### config.mk
export PLATFORM = sky130hd
export DESIGN_NAME = prefetch_unit
export DESIGN_NICKNAME = d
export VERILOG_FILES = /design/src/rtl/fetch_pkg.sv /design/src/rtl/prefetch_fifo.sv /design/src/rtl/prefetch_unit.sv
export SDC_FILE = /design/constraint.sdc
export NUM_CORES = 1
export LEC_CHECK = 0
export CAP_MARGIN = 30
export CORE_MARGIN = 2
export CORE_UTILIZATION = 55
export DETAILED_ROUTE_END_ITERATION = 12
export MAX_ROUTING_LAYER = met4
export PLACE_DENSITY = 0.79
export SETUP_SLACK_MARGIN = 0.2
export SYNTH_ARGS = -nofsm -noshare
export SYNTH_HDL_FRONTEND = slang
export SYNTH_HIERARCHICAL = 1
export SYNTH_SLANG_ARGS = --single-unit
### constraint.sdc
create_clock -name clk -period 3.5 [get_ports clk]
set_clock_uncertainty 0.1 [all_clocks]
set_input_delay 0.525 -clock clk [delete_from_list [all_inputs] [get_ports clk]]
set_output_delay 0.525 -clock clk [all_outputs]
set_load 0.03 [all_outputs]
### src/rtl/fetch_pkg.sv
// rtl/fetch_pkg.sv - shared constants, FSM state type and prefetch slot type
package fetch_pkg;

  localparam int ILEN     = 32;
  localparam int PC_INCR  = 4;
  // Slot PC storage is sized for the widest supported XLEN; narrower
  // configurations zero-extend on write and truncate on read.
  localparam int PC_W_MAX = 64;

  typedef enum logic {
    ST_BOOT = 1'b0,
    ST_RUN  = 1'b1
  } fetch_state_e;

  typedef struct packed {
    logic [PC_W_MAX-1:0] pc;
    logic [ILEN-1:0]     instr;
    logic                filled;
  } slot_t;

endpackage

### src/rtl/prefetch_fifo.sv
// rtl/prefetch_fifo.sv - in-order slot FIFO: reserve at tail, fill oldest unfilled, pop head
module prefetch_fifo
  import fetch_pkg::*;
#(
  parameter int XLEN  = 32,
  parameter int DEPTH = 4
) (
  input  logic                     clk,
  input  logic                     reset,
  input  logic                     flush_i,
  input  logic                     reserve_i,
  input  logic [XLEN-1:0]          reserve_pc_i,
  input  logic                     fill_i,
  input  logic [ILEN-1:0]          fill_data_i,
  input  logic                     pop_i,
  output logic [$clog2(DEPTH):0]   count_o,
  output logic [$clog2(DEPTH):0]   unfilled_o,
  output logic                     head_filled_o,
  output logic [ILEN-1:0]          head_instr_o,
  output logic [XLEN-1:0]          head_pc_o
);

  localparam int AW = $clog2(DEPTH);
  localparam int CW = AW + 1;

  slot_t         slots_q [DEPTH];
  slot_t         slots_d [DEPTH];
  logic [AW-1:0] rd_ptr_q, rd_ptr_d;
  logic [AW-1:0] wr_ptr_q, wr_ptr_d;
  logic [AW-1:0] fill_ptr_q, fill_ptr_d;
  logic [CW-1:0] count_q, count_d;
  logic [CW-1:0] unfilled_q, unfilled_d;
  logic          do_fill;
  logic          do_pop;
  logic          do_reserve;

  // Next-state for slot contents, pointers and occupancy; flush clears everything.
  always_comb begin
    slots_d    = slots_q;
    rd_ptr_d   = rd_ptr_q;
    wr_ptr_d   = wr_ptr_q;
    fill_ptr_d = fill_ptr_q;
    count_d    = count_q;
    unfilled_d = unfilled_q;
    // A fill with no reserved-unfilled slot is a stray response and is ignored.
    do_fill    = fill_i && (unfilled_q != '0);
    do_pop     = pop_i && (count_q != '0);
    do_reserve = reserve_i && (count_q != CW'(DEPTH));
    if (flush_i) begin
      for (int i = 0; i < DEPTH; i++) begin
        slots_d[i] = '0;
      end
      rd_ptr_d   = '0;
      wr_ptr_d   = '0;
      fill_ptr_d = '0;
      count_d    = '0;
      unfilled_d = '0;
    end else begin
      if (do_fill) begin
        slots_d[fill_ptr_q].instr  = fill_data_i;
        slots_d[fill_ptr_q].filled = 1'b1;
        fill_ptr_d                 = fill_ptr_q + 1'b1;
      end
      // The tail slot is never the fill target: it is free until this cycle.
      if (do_reserve) begin
        slots_d[wr_ptr_q].pc     = PC_W_MAX'(reserve_pc_i);
        slots_d[wr_ptr_q].instr  = '0;
        slots_d[wr_ptr_q].filled = 1'b0;
        wr_ptr_d                 = wr_ptr_q + 1'b1;
      end
      if (do_pop) begin
        rd_ptr_d = rd_ptr_q + 1'b1;
      end
      count_d    = count_q + CW'(do_reserve) - CW'(do_pop);
      unfilled_d = unfilled_q + CW'(do_reserve) - CW'(do_fill);
    end
  end

  // Slot storage and pointer registers.
  always_ff @(posedge clk) begin
    if (reset) begin
      for (int i = 0; i < DEPTH; i++) begin
        slots_q[i] <= '0;
      end
      rd_ptr_q   <= '0;
      wr_ptr_q   <= '0;
      fill_ptr_q <= '0;
      count_q    <= '0;
      unfilled_q <= '0;
    end else begin
      slots_q    <= slots_d;
      rd_ptr_q   <= rd_ptr_d;
      wr_ptr_q   <= wr_ptr_d;
      fill_ptr_q <= fill_ptr_d;
      count_q    <= count_d;
      unfilled_q <= unfilled_d;
    end
  end

  assign count_o       = count_q;
  assign unfilled_o    = unfilled_q;
  assign head_filled_o = (count_q != '0) && slots_q[rd_ptr_q].filled;
  assign head_instr_o  = slots_q[rd_ptr_q].instr;
  assign head_pc_o     = XLEN'(slots_q[rd_ptr_q].pc);

endmodule

### src/rtl/prefetch_unit.sv
// rtl/prefetch_unit.sv - instruction prefetch: BOOT/RUN FSM, fetch PC, redirect discard; PREFETCH_BYPASS_EN adds same-cycle response bypass
module prefetch_unit
  import fetch_pkg::*;
#(
  parameter int              XLEN     = 32,
  parameter int              DEPTH    = 4,
  parameter logic [XLEN-1:0] RESET_PC = '0
) (
  input  logic            clk,
  input  logic            reset,
  output logic            imem_req_o,
  output logic [XLEN-1:0] imem_addr_o,
  input  logic            imem_gnt_i,
  input  logic            imem_rvalid_i,
  input  logic [ILEN-1:0] imem_rdata_i,
  input  logic            redirect_i,
  input  logic [XLEN-1:0] redirect_pc_i,
  output logic            instr_valid_o,
  output logic [ILEN-1:0] instr_o,
  output logic [XLEN-1:0] instr_pc_o,
  input  logic            instr_ready_i
);

  localparam int CW = $clog2(DEPTH) + 1;

  fetch_state_e    state_q, state_d;
  logic [XLEN-1:0] fetch_pc_q, fetch_pc_d;
  logic [CW-1:0]   discard_q, discard_d;

  logic [CW-1:0]   fifo_count;
  logic [CW-1:0]   fifo_unfilled;
  logic            head_filled;
  logic [ILEN-1:0] head_instr;
  logic [XLEN-1:0] head_pc;

  logic            grant;
  logic            any_outstanding;
  logic            resp_drop;
  logic            resp_fill;
  logic            bypass;
  logic            transfer;

  // FSM, request generation, fetch PC and discard counter next-state.
  always_comb begin
    state_d         = state_q;
    fetch_pc_d      = fetch_pc_q;
    discard_d       = discard_q;
    imem_req_o      = (state_q == ST_RUN) && (fifo_count != CW'(DEPTH));
    grant           = imem_req_o && imem_gnt_i;
    any_outstanding = (discard_q != '0) || (fifo_unfilled != '0);
    // Responses belonging to pre-redirect requests come first (in order),
    // so they are dropped until the discard counter runs out.
    resp_drop       = imem_rvalid_i && (discard_q != '0);
    resp_fill       = imem_rvalid_i && (discard_q == '0) && (fifo_unfilled != '0);

    if (state_q == ST_BOOT) begin
      state_d = ST_RUN;
    end

    if (redirect_i) begin
      fetch_pc_d = {redirect_pc_i[XLEN-1:2], 2'b00};
      // Everything still owed by memory becomes garbage: already-discarding
      // requests, live unfilled slots and a same-cycle grant, less a
      // same-cycle response that retires one of them.
      discard_d  = discard_q + fifo_unfilled + CW'(grant)
                 - CW'(imem_rvalid_i && any_outstanding);
    end else begin
      if (grant) begin
        fetch_pc_d = fetch_pc_q + XLEN'(PC_INCR);
      end
      if (resp_drop) begin
        discard_d = discard_q - 1'b1;
      end
    end
  end

  // Decode-side presentation of the head slot, optionally bypassing the response.
  always_comb begin
    bypass     = 1'b0;
    instr_o    = head_instr;
    instr_pc_o = head_pc;
`ifdef PREFETCH_BYPASS_EN
    // resp_fill with an unfilled head means the response is for the head.
    bypass     = resp_fill && !head_filled;
    if (bypass) begin
      instr_o = imem_rdata_i;
    end
`endif
    instr_valid_o = (head_filled || bypass) && !redirect_i;
    transfer      = instr_valid_o && instr_ready_i;
  end

  // State, fetch PC and discard counter registers.
  always_ff @(posedge clk) begin
    if (reset) begin
      state_q    <= ST_BOOT;
      fetch_pc_q <= RESET_PC;
      discard_q  <= '0;
    end else begin
      state_q    <= state_d;
      fetch_pc_q <= fetch_pc_d;
      discard_q  <= discard_d;
    end
  end

  assign imem_addr_o = fetch_pc_q;

  prefetch_fifo #(
    .XLEN  (XLEN),
    .DEPTH (DEPTH)
  ) u_fifo (
    .clk           (clk),
    .reset         (reset),
    .flush_i       (redirect_i),
    .reserve_i     (grant && !redirect_i),
    .reserve_pc_i  (fetch_pc_q),
    .fill_i        (resp_fill && !redirect_i),
    .fill_data_i   (imem_rdata_i),
    .pop_i         (transfer),
    .count_o       (fifo_count),
    .unfilled_o    (fifo_unfilled),
    .head_filled_o (head_filled),
    .head_instr_o  (head_instr),
    .head_pc_o     (head_pc)
  );

endmodule

==> flow_metrics.tcl, run 1 <==
set metrics [dict create \
    fin_util 0.680 \
    synth_seq_cells 306 \
    yosysWarningCount 6 \
    setup-violations-final 0 \
    slew_viol_final 0 \
    met1_usage 0.376 \
    die_h_um 163 \
    die_w_um 163 \
    start_util 0.554 \
    grt_pass1_wl_um 60900 \
    peakVddDrop_mv 0.444 \
    slew_headroom 0.376 \
    synth_cell_types 62 \
    status "finished clean" \
    synth_area_leaders "dfxtp_1, mux4_2, nand2_1" \
    gp_congestion 0.861 \
    drive_above_1_share 0.132 \
    hold_class "reg -> reg" \
    power.leakage_nw 5.73 \
    netlist_area_mm2 0.0138 \
    drc_errors 0 \
    routed_wl_um 38100 \
    yosys-top-cells-count "nand2_1, dfxtp_1, a21oi_1" \
    postSynthAreaPerCell_um2 9.43 \
    start_kind "register" \
    cts_setup_buffers 0 \
    cts_tree "done" \
    drt_iter0_drc 1050 \
    grt-ovfl-total 0 \
    tightestPinTransition_ns 0.936 \
    vias 11800 \
    worst-setup-path-type "reg -> out" \
    postSynthCellCount 1467 \
    antenna_found_initial 0 \
    root_buffer "clkbuf_16" \
    die-area_mm2 0.0264 \
    synth-main-ff-cell "dfxtp_1" \
    use_met3 0.0537 \
    critPathRequiredTime_ns 2.87 \
    fmax_ghz 0.314 \
    post_drt_via_cell_ratio 6.09 \
    path_max_fanout 25 \
    pre_cts_ws_ns 0.0403 \
    dp_hpwl_um 23000 \
    busiest_layer "met2" \
    final_nets 1681 \
    fin_crit_sh 0.910 \
    grt_pass1_vias 12100 \
    end_kind "output pin" \
    rows 58 \
    power_density_mw_per_mm2 464 \
    io_buffers 163 \
    clock_latency_ns 0.51 \
    path_clk_slew_ns 0.06 \
    htreeDepth 2 \
    hold_viol_final 0 \
    grt_max_degree 66 \
    setup_ws_ns 0.315 \
    synth-edff-count 0 \
    clock_sinks 306 \
    io_pins 168 \
    path_cells "buf_16, mux4_2, clkdlybuf4s50_1" \
    global_route.usage.met2 0.469 \
    synth_top_area_share 0.443 \
    cpPeakStageDelay_ns 0.62 \
    rsz0062_at_grt "false" \
    whs_ns 0.353 \
    cp_slowest_cell "clkdlybuf4s50_1" \
    drt_first_pass_iters 5 \
    diodes 0 \
    setup_tns_ns 0 \
    fin_crit_ns 3.18 \
    ant_nets 0 \
    async_flop_share 0 \
    drv_cap 0 \
    fillers 1897 \
    cts-buffers-inserted 34 \
    track_usage 0.293 \
    yosysTopAreaCell "dfxtp_1" \
    wl_per_cell_um 19.6 \
    yosysSeqAreaShare 0.443 \
    syn_to_final_growth_pct 22.7 \
    core-area_mm2 0.0250 \
    cp.arrival_ns 2.56 \
    cts_buffer_depth 3 \
    yosysMostFrequentCell "nand2_1" \
]
[cell families after synthesis]
family | Yosys count | share of synthesized area
xor gates and xnor gates | 18 | 0.0125
and+or+nand+nor | 511 | 0.161
buffers and inverters | 147 | 0.0507
adders and majority gates | 19 | 0.0194
DFF | 306 | 0.443
muxes | 130 | 0.153
other | 1 | 0.000271
AOI/OAI and AO/OA | 335 | 0.160
[power breakdown]
part           leakage [nW]  switching, mW  internal, mW
Sequential             2.47         0.0688          3.53
Combinational          2.68          0.336         0.251
Clock                 0.575           1.43          2.27
Total                  5.73           1.83          6.04
[through the flow]
step	area (um2)	instances	power, mW
2_1_floorplan	13800	1470	3.98
3_3_place_gp	15800	1885	4.23
3_5_place_dp	15800	1885	4.24
4_1_cts	16900	1945	7.90
5_1_grt	17000	1946	8.12
6_report	17000	1946	7.87
[layout make-up]
| type | count | area (um2) | share of cell area |
|---|---|---|---|
| clock inverters | 13 | 190 | 0.0112 |
| multi-input cells | 1017 | 7090 | 0.418 |
| flip-flops and latches | 306 | 6130 | 0.361 |
| repair buffers | 208 | 2070 | 0.122 |
| well taps | 330 | 413 | 0.0243 |
| inverters | 25 | 93.8 | 0.00553 |
| clock buffers | 47 | 981 | 0.0578 |
[layout by cell type, fill, tap and decap left out, types with 24 or more instances in the layout]
master           synthesis  layout
a21oi_1                100     100
a21oi_2                 25      25
buf_4                    7      38
clkbuf_16                0      36
clkdlybuf4s50_1          0     163
dfxtp_1                306     303
inv_1                   24      24
mux2i_1                 65      65
mux4_2                  65      65
nand2_1                350     349
nor2_1                  53      51
o211ai_1                64      64
o21ai_0                 70      70
[worst paths after layout]
| check | from | end | slack (ns) | cells after the start |
|---|---|---|---|---|
| hold / removal | u_fifo/slots_q[225]$_SDFF_PP0_ | u_fifo/slots_q[225]$_SDFF_PP0_ | 0.35 | 2 |
| setup reg to reg | u_fifo/count_o[0]$_SDFF_PP0_ | discard_q[2]$_SDFFE_PP0P_ | 0.39 | 9 |
| setup / recovery | u_fifo/rd_ptr_q[0]$_SDFFE_PP0P_ | instr_o[22] | 0.32 | 3 |
| hold reg to reg | u_fifo/slots_q[225]$_SDFF_PP0_ | u_fifo/slots_q[225]$_SDFF_PP0_ | 0.35 | 2 |
[worst max-delay path, delay by kind of cell (launching register included)]
family   cells  cell delay, ns
flops        1            0.58
mux          1            0.56
buf+inv      2            0.90
[registers in the layout (all words and copies together), names as in the netlist]
name,count
u_fifo/slots_q,260
imem_addr_o,30
discard_q,3
u_fifo/count_o,3
u_fifo/unfilled_o,3
u_fifo/fill_ptr_q,2
u_fifo/rd_ptr_q,2
u_fifo/wr_ptr_q,2
state_q,1
[metal layers]
metal / up-vias / share of wire
met4: 0 / 0.024
li1: 5493 / -
met1: 5751 / 0.42
met3: 73 / 0.080
met5: - / 0
met2: 528 / 0.48
[what timing repair did]
item | CTS | global route
hold buffers | 0 | 0
endpoints found under the setup margin | 0 | 26
resized for setup | 0 | 4
Power figures use the tool's default switching activity.
==> run 2: changes to the inputs <==
--- a/config.mk
+++ b/config.mk
@@ -5,10 +5,11 @@
 export SDC_FILE = /design/constraint.sdc
 export NUM_CORES = 1
 export LEC_CHECK = 0
-export CAP_MARGIN = 30
+export CAP_MARGIN = 5
 export CORE_MARGIN = 2
 export CORE_UTILIZATION = 55
 export DETAILED_ROUTE_END_ITERATION = 12
+export GPL_TIMING_DRIVEN = 0
 export MAX_ROUTING_LAYER = met4
 export PLACE_DENSITY = 0.79
 export SETUP_SLACK_MARGIN = 0.2
==> flow_metrics.tcl, run 2 (synthesis results as in run 1) <==
set metrics [dict create \
    top_register "u_fifo/slots_q" \
    startpoint "u_fifo/rd_ptr_q[1]$_SDFFE_PP0P_" \
    wl_per_cell_um 21.0 \
    antenna_found_initial 0 \
    drv_cap 0 \
    core-area_mm2 0.0250 \
    syn_to_final_growth_pct 23.0 \
    hold_viol_final 0 \
    end_kind "output pin" \
    io_buffers 163 \
    fillers 1925 \
    cts_tree "done" \
    clock_latency_ns 0.51 \
    setup_ws_ns 0.242 \
    rows 58 \
    status "finished clean" \
    path_cells "buf_2, clkbuf_4, mux4_2, clkdlybuf4s50_1" \
    cp.depth 4 \
    pre_cts_ws_ns -0.768 \
    grt_pass1_wl_um 66300 \
    path_clk_slew_ns 0.06 \
    slew_viol_final 0 \
    cts-buffers-inserted 34 \
    diodes 0 \
    setup-violations-final 0 \
    track_usage 0.327 \
    power_density_mw_per_mm2 452 \
    grt_max_degree 15 \
    drive_above_1_share 0.137 \
    start_kind "register" \
    ant_nets 0 \
    fin_area_mm2 0.0170 \
    r2r_cells 13 \
    die_h_um 163 \
    timing.rr.end "u_fifo/count_o[2]$_SDFF_PP0_" \
    reg2reg_setup_slack_ns 0.34 \
    power_mw 7.69 \
    fin_crit_sh 0.931 \
    peakVddDrop_mv 0.411 \
    dp_hpwl_um 28900 \
    fmax_ghz 0.307 \
    layout_commonest_cell "nand2_1" \
    cts_buffer_depth 3 \
    vias 12500 \
    layout_common_cells "nand2_1, dfxtp_1, clkdlybuf4s50_1" \
    htreeDepth 2 \
    crit_buf_inv 3 \
    r2r-start "u_fifo/rd_ptr_q[1]$_SDFFE_PP0P_" \
    io_pins 168 \
    grt_pass1_vias 12400 \
    post_drt_via_cell_ratio 6.21 \
    crit_family "buffers and inverters" \
    cp.arrival_ns 2.63 \
    drc_errors 0 \
    die-area_mm2 0.0264 \
    routed_wl_um 42300 \
    clock_sinks 306 \
    gp_congestion 0.941 \
    cp_slowest_cell "clkdlybuf4s50_1" \
    die_w_um 163 \
    critPathRequiredTime_ns 2.87 \
    power.leakage_nw 5.82 \
    tightestPinTransition_ns 0.928 \
    grt-ovfl-total 0 \
    path_max_fanout 10 \
    start_util 0.554 \
    rsz0062_at_grt "true" \
    placed_cell_area_mm2 0.0159 \
    fin_crit_ns 3.26 \
    drt_first_pass_iters 5 \
    hold_class "reg -> reg" \
    largest_reg_flops 260 \
    drt_iter0_drc 1394 \
    final_nets 1759 \
    slew_headroom 0.377 \
    worst-setup-path-type "reg -> out" \
    cpPeakStageDelay_ns 0.61 \
    endpoint "instr_o[25]" \
    root_buffer "clkbuf_16" \
]
==> run 2: cell types whose count changed in the layout (fill, tap and decap cells not counted), sizes merged <==
cell	change
inv	+1
bufinv	-2
buf	+25
clkinv	-6
clkbuf	+53
clkinvlp	+1
==> run 2: through the flow <==
step                std cells  setup TNS (ns)  utilization  hold slack, ns
floorplan                1470               0            -           0.332
global placement         1963          -10.55        0.636           0.339
detailed placement       1963          -18.24        0.636           0.346
CTS                      2017               0        0.680           0.354
global route             2018               0        0.681           0.371
finish                   2018               0        0.681           0.352
==> run 2: power by group <==
group          total [mW]  switching, mW  internal, mW
logic               0.610          0.359         0.251
registers            3.60         0.0692          3.53
clock network        3.49           1.42          2.06
total                7.69           1.85          5.84
==> run 2: how the worst min path moves through the flow <==
stage	startpoint	end	slack (ns)	depth (start not counted)
finish	u_fifo/slots_q[307]$_SDFF_PP0_	u_fifo/slots_q[307]$_SDFF_PP0_	0.35	2
global route	u_fifo/slots_q[312]$_SDFF_PP0_	u_fifo/slots_q[312]$_SDFF_PP0_	0.37	2
CTS	u_fifo/slots_q[111]$_SDFF_PP0_	u_fifo/slots_q[111]$_SDFF_PP0_	0.35	2
detailed placement	u_fifo/slots_q[111]$_SDFF_PP0_	u_fifo/slots_q[111]$_SDFF_PP0_	0.35	2
global placement	u_fifo/slots_q[130]$_SDFFE_PP0P_	u_fifo/slots_q[130]$_SDFFE_PP0P_	0.34	2
floorplan	u_fifo/slots_q[130]$_SDFFE_PP0P_	u_fifo/slots_q[130]$_SDFFE_PP0P_	0.33	2
==> run 2: area by class of cell <==
type / instances / area (um2) / area share
plain buffers: 122 / 636 / 0.0374
multi-input cells: 1017 / 7040 / 0.414
clock buffers: 47 / 961 / 0.0565
clock inverters: 7 / 105 / 0.00618
flip-flops and latches: 306 / 6130 / 0.360
repair buffers: 164 / 1640 / 0.0963
inverters: 25 / 93.8 / 0.00552
well taps: 330 / 413 / 0.0243
==> run 2: timing repair <==
item	CTS	global route
hold buffers	0	0
buffers inserted	0	1
gates resized for setup	9	13
pin swaps	0	2
setup endpoints to repair	50	38
==> run 2: metal layers <==
| layer | vias to the layer above | share of wire | GRT usage |
|---|---|---|---|
| met5 | - | 0 | - |
| met3 | 136 | 0.11 | 0.0703 |
| met1 | 5955 | 0.40 | 0.424 |
| li1 | 5644 | - | - |
| met4 | 0 | 0.034 | 0.119 |
| met2 | 791 | 0.46 | 0.507 |
==> run 2: tightest hold or removal path: stages (launching register included) <==
cell,delay [ns]
dfxtp_1,0.31
nand2_1,0.05
a21oi_1,0.05
==> run 3: changes to the inputs <==
--- a/config.mk
+++ b/config.mk
@@ -13,6 +13,7 @@
 export MAX_ROUTING_LAYER = met4
 export PLACE_DENSITY = 0.79
 export SETUP_SLACK_MARGIN = 0.2
+export SLEW_MARGIN = 20
 export SYNTH_ARGS = -nofsm -noshare
 export SYNTH_HDL_FRONTEND = slang
 export SYNTH_HIERARCHICAL = 1
==> constraint.sdc (replaced) <==
create_clock -name clk -period 4 [get_ports clk]
set_clock_uncertainty 0.1 [all_clocks]
set_input_delay 0.6 -clock clk [delete_from_list [all_inputs] [get_ports clk]]
set_output_delay 0.6 -clock clk [all_outputs]
set_load 0.03 [all_outputs]
==> flow_metrics.tcl, run 3 (synthesis results as in run 1) <==
set metrics [dict create \
    setup_ws_ns 0.293 \
    cts-buffers-inserted 34 \
    slew_headroom 0.361 \
    dp_hpwl_um 28900 \
    grt_pass1_vias 12300 \
    top_register "u_fifo/slots_q" \
    placed_cell_area_mm2 0.0159 \
    gp_congestion 0.941 \
    routed_wl_um 42300 \
    ant_nets 0 \
    cp.arrival_ns 3.01 \
    hold_class "reg -> reg" \
    drive_above_1_share 0.132 \
    grt-ovfl-total 0 \
    cts_tree "done" \
    grt_max_degree 15 \
    setup-violations-final 0 \
    layout_commonest_cell "nand2_1" \
    setup_tns_ns 0 \
    peakVddDrop_mv 0.382 \
    final_nets 1758 \
    largest_reg_flops 260 \
    drt_first_pass_iters 9 \
    hold_viol_final 0 \
    vias 12500 \
    rows 58 \
    grt_pass1_wl_um 66300 \
    clock_latency_ns 0.51 \
    fin_area_mm2 0.0170 \
    start_kind "register" \
    worst-setup-path-type "reg -> out" \
    antenna_found_initial 0 \
    layout_common_cells "nand2_1, dfxtp_1, clkdlybuf4s50_1" \
    root_buffer "clkbuf_16" \
    track_usage 0.327 \
    wl_per_cell_um 21.0 \
    die_w_um 163 \
    power_density_mw_per_mm2 396 \
    die_h_um 163 \
    fmax_ghz 0.270 \
    drv_cap 0 \
    reg2reg_setup_slack_ns 0.65 \
    tightestPinTransition_ns 0.951 \
    postCtsHoldBufs 0 \
    pre_cts_ws_ns -0.343 \
    drc_errors 0 \
    die-area_mm2 0.0264 \
    start_util 0.554 \
    critPathRequiredTime_ns 3.30 \
    status "finished clean" \
    io_pins 168 \
    path_clk_slew_ns 0.06 \
    cts_setup_buffers 0 \
    power.leakage_nw 5.81 \
    fin_util 0.680 \
    rsz0062_at_grt "true" \
    cts_buffer_depth 3 \
    power_mw 6.72 \
    path_max_fanout 10 \
    core-area_mm2 0.0250 \
    drt_iter0_drc 1265 \
    htreeDepth 2 \
    io_buffers 163 \
    slew_viol_final 0 \
    diodes 0 \
    syn_to_final_growth_pct 22.7 \
    post_drt_via_cell_ratio 6.22 \
    end_kind "output pin" \
    fin_crit_sh 0.927 \
    clock_sinks 306 \
    fin_crit_ns 3.71 \
]
run 3: changes by cell type in the layout (fill, tap and decap cells not counted), sizes merged:
cell	change
clkbuf	-1
run 3: timing repair:
action / in CTS / in global routing
cloned: 0 / 0
setup endpoints to repair: 1 / 7
gates resized for setup: 1 / 3
run 3: area by class of cell:
| class | instances | area (um2) |
|---|---|---|
| buffer | 122 | 608 |
| timing repair buffer | 163 | 1630 |
| sequential | 306 | 6130 |
| multi-input combinational | 1017 | 7030 |
| clock inverter | 7 | 105 |
| fill | 1935 | 8000 |
| tap | 330 | 413 |
| inverter | 25 | 93.8 |
| clock buffer | 47 | 961 |
run 3: where the power goes:
group / internal [mW] / switching (mW) / leakage (nW) / total [mW]
Combinational: 0.216 / 0.315 / 2.82 / 0.531
Clock: 1.81 / 1.24 / 0.513 / 3.05
Sequential: 3.09 / 0.0601 / 2.47 / 3.15
run 3: layer usage:
metal / share of wire / wire (um) / track usage
met5: 0 / 0 / -
met4: 0.033 / 1420 / 0.119
met1: 0.40 / 16900 / 0.425
met3: 0.10 / 4420 / 0.0688
met2: 0.46 / 19600 / 0.507
run 3: final timing paths:
check                                  startpoint  cells past startpoint                        endpoint
setup / recovery  u_fifo/rd_ptr_q[1]$_SDFFE_PP0P_                      4                     instr_o[25]
hold reg to reg    u_fifo/slots_q[307]$_SDFF_PP0_                      2  u_fifo/slots_q[307]$_SDFF_PP0_
hold / removal     u_fifo/slots_q[307]$_SDFF_PP0_                      2  u_fifo/slots_q[307]$_SDFF_PP0_
setup reg to reg  u_fifo/rd_ptr_q[1]$_SDFFE_PP0P_                     13    u_fifo/count_o[2]$_SDFF_PP0_
run 3: through the flow:
step,hold WS [ns],cells
global route,0.371,2017
CTS,0.354,2017
finish,0.352,2017
floorplan,0.332,1470
detailed placement,0.346,1963
global placement,0.339,1963
run 3: worst max-delay path: stages (launching register included):
cell and delay (ns):
dfxtp_1 0.34, buf_2 0.38, buf_1 0.71, mux4_2 0.40, clkdlybuf4s50_1 0.68
